$ cat src/rtl/adder_pkg.sv
// ============================================================================
// Module  : adder_pkg
// Brief   : Shared defaults and slice-offset helper for the pipelined adder.
// Revision: 1.0
// ============================================================================
`default_nettype none

package adder_pkg;

    localparam int ADDER_WIDTH_DEF  = 16;
    localparam int ADDER_STAGES_DEF = 4;

    function automatic int slice_lo(input int k, input int slice_w);
        return k * slice_w;
    endfunction

endpackage

`default_nettype wire

$ cat src/rtl/adder_slice.sv
// ============================================================================
// Module  : adder_slice
// Brief   : Combinational SLICE_W-bit ripple-carry slice, also exposing the
//           carry into its MSB for signed-overflow detection.
// Revision: 1.0
// ============================================================================
`default_nettype none

module adder_slice
    import adder_pkg::*;
#(
    parameter int SLICE_W = 4
) (
    input  logic [SLICE_W-1:0] a,
    input  logic [SLICE_W-1:0] b,
    input  logic               cin,
    output logic [SLICE_W-1:0] s,
    output logic               cout,
    output logic               cmsb
);

    logic [SLICE_W:0] w_c;

    always_comb begin
        w_c    = '0;
        s      = '0;
        w_c[0] = cin;
        for (int i = 0; i < SLICE_W; i++) begin
            s[i]     = a[i] ^ b[i] ^ w_c[i];
            w_c[i+1] = (a[i] & b[i]) | (w_c[i] & (a[i] ^ b[i]));
        end
    end

    assign cout = w_c[SLICE_W];
    assign cmsb = w_c[SLICE_W-1];

endmodule

`default_nettype wire

$ cat src/rtl/pipelined_adder_nbit.sv
// ============================================================================
// Module  : pipelined_adder_nbit
// Brief   : WIDTH-bit add/subtract split into STAGES registered ripple slices
//           with valid/ready flow control. PIPE_ADDER_OVF_EN adds port ovf.
// Revision: 1.0
// ============================================================================
`default_nettype none

module pipelined_adder_nbit
    import adder_pkg::*;
#(
    parameter int WIDTH  = ADDER_WIDTH_DEF,
    parameter int STAGES = ADDER_STAGES_DEF
) (
    input  logic             clk,
    input  logic             rst,
    input  logic             in_valid,
    output logic             in_ready,
    input  logic [WIDTH-1:0] a,
    input  logic [WIDTH-1:0] b,
    input  logic             cin,
    input  logic             sub,
    output logic             out_valid,
    input  logic             out_ready,
    output logic [WIDTH-1:0] sum,
    output logic             cout
`ifdef PIPE_ADDER_OVF_EN
    ,
    output logic             ovf
`endif
);

    localparam int SLICE_W = WIDTH / STAGES;

    if ((WIDTH % STAGES) != 0) begin : g_width_check
        $error("pipelined_adder_nbit: WIDTH must be a multiple of STAGES");
    end

    logic             w_adv;
    logic [WIDTH-1:0] w_bx;
    logic             w_cin0;

    // One global enable: the whole pipe moves unless the last stage is blocked.
    assign w_adv    = out_ready || !out_valid;
    assign in_ready = w_adv;
    assign w_bx     = sub ? ~b : b;
    assign w_cin0   = sub ? 1'b1 : cin;

    for (genvar k = 0; k < STAGES; k++) begin : g_stage
        localparam int c_sum_w = slice_lo(k + 1, SLICE_W);
        localparam int c_src_w = WIDTH - slice_lo(k, SLICE_W);

        logic               r_valid;
        logic               r_cy;
        logic [c_sum_w-1:0] r_sum;
        logic [c_src_w-1:0] w_src_a;
        logic [c_src_w-1:0] w_src_b;
        logic               w_vin;
        logic               w_cin;
        logic               w_co;
        logic               w_cm;
        logic [SLICE_W-1:0] w_s;
        logic [c_sum_w-1:0] w_sum_d;

        if (k == 0) begin : g_src
            assign w_src_a = a;
            assign w_src_b = w_bx;
            assign w_cin   = w_cin0;
            assign w_vin   = in_valid;
            assign w_sum_d = w_s;
        end else begin : g_src
            assign w_src_a = g_stage[k-1].g_opnd.r_a;
            assign w_src_b = g_stage[k-1].g_opnd.r_b;
            assign w_cin   = g_stage[k-1].r_cy;
            assign w_vin   = g_stage[k-1].r_valid;
            assign w_sum_d = {w_s, g_stage[k-1].r_sum};
        end

        adder_slice #(
            .SLICE_W (SLICE_W)
        ) u_slice (
            .a    (w_src_a[SLICE_W-1:0]),
            .b    (w_src_b[SLICE_W-1:0]),
            .cin  (w_cin),
            .s    (w_s),
            .cout (w_co),
            .cmsb (w_cm)
        );

        always_ff @(posedge clk or posedge rst) begin
            if (rst) begin
                r_valid <= 1'b0;
                r_cy    <= 1'b0;
                r_sum   <= '0;
            end else if (w_adv) begin
                r_valid <= w_vin;
                r_cy    <= w_co;
                r_sum   <= w_sum_d;
            end
        end

        // Operand slices not yet consumed travel down with the partial sum.
        if (k < STAGES - 1) begin : g_opnd
            logic [c_src_w-SLICE_W-1:0] r_a;
            logic [c_src_w-SLICE_W-1:0] r_b;

            always_ff @(posedge clk or posedge rst) begin
                if (rst) begin
                    r_a <= '0;
                    r_b <= '0;
                end else if (w_adv) begin
                    r_a <= w_src_a[c_src_w-1:SLICE_W];
                    r_b <= w_src_b[c_src_w-1:SLICE_W];
                end
            end
        end

`ifdef PIPE_ADDER_OVF_EN
        if (k == STAGES - 1) begin : g_ovf
            logic r_ovf;

            always_ff @(posedge clk or posedge rst) begin
                if (rst) begin
                    r_ovf <= 1'b0;
                end else if (w_adv) begin
                    r_ovf <= w_co ^ w_cm;
                end
            end
        end else begin : g_cm_sink
            logic w_unused_cm;
            assign w_unused_cm = w_cm;
        end
`else
        logic w_unused_cm;
        assign w_unused_cm = w_cm;
`endif
    end

    assign out_valid = g_stage[STAGES-1].r_valid;
    assign sum       = g_stage[STAGES-1].r_sum;
    assign cout      = g_stage[STAGES-1].r_cy;
`ifdef PIPE_ADDER_OVF_EN
    assign ovf       = g_stage[STAGES-1].g_ovf.r_ovf;
`endif

endmodule

`default_nettype wire

$ cat config.mk
export PLATFORM = sky130hd
export DESIGN_NAME = pipelined_adder_nbit
export DESIGN_NICKNAME = d
export VERILOG_FILES = /design/src/rtl/adder_pkg.sv /design/src/rtl/adder_slice.sv /design/src/rtl/pipelined_adder_nbit.sv
export SDC_FILE = /design/constraint.sdc
export NUM_CORES = 1
export LEC_CHECK = 0
export CORE_ASPECT_RATIO = 1.1
export CORE_MARGIN = 10
export CORE_UTILIZATION = 25
export CTS_CLUSTER_DIAMETER = 150
export CTS_CLUSTER_SIZE = 40
export DETAILED_ROUTE_END_ITERATION = 8
export PLACE_DENSITY_LB_ADDON = 0.25
export SYNTH_ARGS = -nofsm -noshare
export SYNTH_HDL_FRONTEND = slang
export SYNTH_SLANG_ARGS = --single-unit
$ cat constraint.sdc
create_clock -name clk -period 3.2 [get_ports clk]
set_input_delay 0.32 -clock clk [delete_from_list [all_inputs] [get_ports clk]]
set_output_delay 0.32 -clock clk [all_outputs]
set_load 0.02 [all_outputs]
==> key figures <==
Status
  – Status: finished, final reports clean

Synth
  – Post-synth EDFFs: 0
  – Mapped Cells: 279
  – Top_reg_cell synth: dfrtp_1
  – Post-synthesis cell area: 4260 um2
  – Syn_area_per_cell: 15.3 um2
  – Top cells by area, synth: dfrtp_1 (56%), mux2_2 (18%), fa_1 (7.5%)
  – Synth area leader: dfrtp_1
  – Register area share after synthesis: 56.4%
  – Distinct cell type count after synthesis: 18
  – Synth top cells by count: dfrtp_1 (96), mux2_2 (68), inv_1 (27)
  – Ys Warns: 0
  – Yosys top cell area share: 56.4%
  – Synthesized netlist net count: 333
  – Async SR Flop Fraction: 100%
  – Most frequent cell after synthesis: dfrtp_1
  – Register bit total from synthesis: 96

Critical path
  – Worst endpoint required time: 3.42 ns
  – Crit. End Element: flop
  – Most Frequent Cell on Critical Path: fa_1
  – Crit path cell chain: clkdlybuf4s50_1 -> xnor2_1 -> fa_1 -> inv_1 -> fa_1 -> inv_1 -> fa_1 -> inv_1 -> fa_1 -> mux2_2
  – Slowest stage delay, CP: 0.68 ns
  – CP arrival: 2.92 ns
  – CP top delay family: adder cells
  – CP Class: input pin to flop
  – Worst Path Buf+Inv: 4
  – Reg2Reg Setup Slack: 1.02 ns
  – Largest fanout on the critical path: 4
  – CP Launch Type: input pin
  – Slowest CP cell: clkdlybuf4s50_1

STA
  – Final setup violation count: 0
  – Tcrit/Tclk final: 84.2%
  – Clock skew: 0.00709 ns
  – Fin Setup TNS: 0 ns
  – Fmax: 0.371 GHz
  – Clock period minus worst slack: 2.69 ns
  – Rel. slew slack: 63.2%
  – Worst hold margin: 0.399 ns
  – Slew @ Worst Pin: 0.552 ns
  – Fin. Hold Viols: 0
  – RSZ-0062 raised after global routing: no
  – Max-slew violation count: 0

GRT
  – Gr ovfl total: 0
  – Largest net degree at the start of global routing: 77
  – Initial antenna violation count: 0
  – Vias in the first global route: 2572
  – GRT Total Usage: 7.95%
  – First-pass GRT wire length: 13800 um

Detailed routing
  – DRC: 0
  – Antenna viol nets, final: 0
  – Routed WL: 8340 um
  – Vias: 2181
  – First-iteration detailed-routing DRC count: 104
  – Post-DR vias/cell: 3.97
  – WL per Instance: 15.2 um
  – Drt pass-1 iters: 4

Placement
  – IO buf count: 56
  – DP HPWL: 5880 um
  – Final Wtd Congestion: 0.717
  – Placed cells: 533

Finish
  – Area growth syn-to-layout: 25.3%
  – Fin util: 31.6%
  – Antenna diodes: 0
  – Final net count: 390
  – Fin cells: 549
  – Layout cells sized above 1: 32.8%
  – # fillers: 1683

Run
  – Max-cap check violation count: 0

Power and ir drop
  – Power, Total: 5020 uW
  – Pwr/cell area: 939 nW/um2
  – Leak Pwr: 0.00229 uW
  – VDD IR max: 0.255 mV

Clock network
  – TritonCTS buffer count: 9
  – CTS clk-pin slew, worst paths: 0.06 ns
  – Max Buffers Root-to-Sink: 2
  – Worst-skew pair later-pin latency: 0.34 ns
  – H-tree Lvls: 3
  – Hold bufs inserted after CTS: 0
  – Resized cells post-CTS: 0
  – Number of setup buffers added after CTS: 0
  – Clk root buf: clkbuf_16
  – CTS tree: built
  – Clk sinks: 96

Floorplanning
  – Area of the core: 16900 um2
  – Io pins: 57
  – Die Y: 157 um
  – Rows: 50
  – Die area: 22700 um2
  – Starting density of the core: 25.2%
  – Die width: 144 um

Min path
  – Worst Hold Class: input pin to async pin
==> through the flow <==
step	instance area, um2	setup WS, ns
2_1_floorplan	4260	0.375
3_3_place_gp	5040	0.129
3_5_place_dp	5040	0.0948
4_1_cts	5340	0.460
5_1_grt	5340	0.362
6_report	5340	0.505
==> cell families (layout without fill, tap and decap cells) <==
kind of cell             count (synthesis)  after routing  synth area share (%)
XOR/XNOR                                16             16                  3.29
AO/OA/AOI/OAI                           11             11                  2.08
AND/OR/NAND/NOR                         14             14                  2.50
multiplexers                            84             84                  23.4
adder cells (fa/ha/maj)                 16             16                  7.52
flip-flops                              96             96                  56.4
buffers and inverters                   42            104                  4.87
==> registers in the layout, indices dropped and copies added, names as in the netlist <==
register            count
sum                    16
g_stage.r_sum          24
g_stage.r_cy            3
cout                    1
g_stage.g_opnd.r_b     24
g_stage.r_valid         3
out_valid               1
g_stage.g_opnd.r_a     24
==> final cells by class <==
cell class	instances	area [um2]	share of cell area (%)
repair buffers	61	623	11.7
inverters	27	104	1.94
well taps	208	260	4.87
clock buffers	13	260	4.87
multi-input cells	141	1650	30.9
flip-flops and latches	96	2400	45.0
clock inverters	3	40.0	0.750
==> power breakdown <==
part | switching [uW] | total [uW] | internal (uW) | leakage [uW]
logic | 800 | 1870 | 1070 | 0.00103
clock network | 439 | 1090 | 647 | 0.000150
registers | 298 | 2060 | 1760 | 0.00111
==> layer usage <==
layer	part of all wire (%)	GRT usage, %	vias to the layer above
met5	0	0	-
met2	50	12.9	28
met4	1.9	3.47	0
met1	44	9.43	1111
met3	4.3	2.53	13
li1	-	-	1029
==> cell usage in the layout (no fill, tap or decap), drive strengths merged <==
cell | Yosys | final
inv | 27 | 27
a21oi | 11 | 11
clkdlybuf4s50 | 0 | 56
clkbuf | 2 | 13
fa | 16 | 16
nor3b | 11 | 11
bufinv | 0 | 1
xor2 | 12 | 12
mux2i | 2 | 2
clkinv | 0 | 2
mux2 | 82 | 82
xnor2 | 4 | 4
nand2b | 2 | 2
buf | 13 | 5
nor2 | 1 | 1
dfrtp | 96 | 96
==> path summary, 6_finish.rpt <==
kind                                  endpoint  depth (start not counted)               start
setup / recovery           g_stage[0].r_sum[3]                         10                 sub
hold / removal                         sum[12]                          2                 rst
setup reg to reg                       sum[15]                          8     g_stage[2].r_cy
hold reg to reg                      out_valid                          1  g_stage[2].r_valid
max in group asynchronous              sum[13]                          3                 rst
min in group clk                     out_valid                          1  g_stage[2].r_valid
Note: power is estimated with default switching activity, not from simulation.
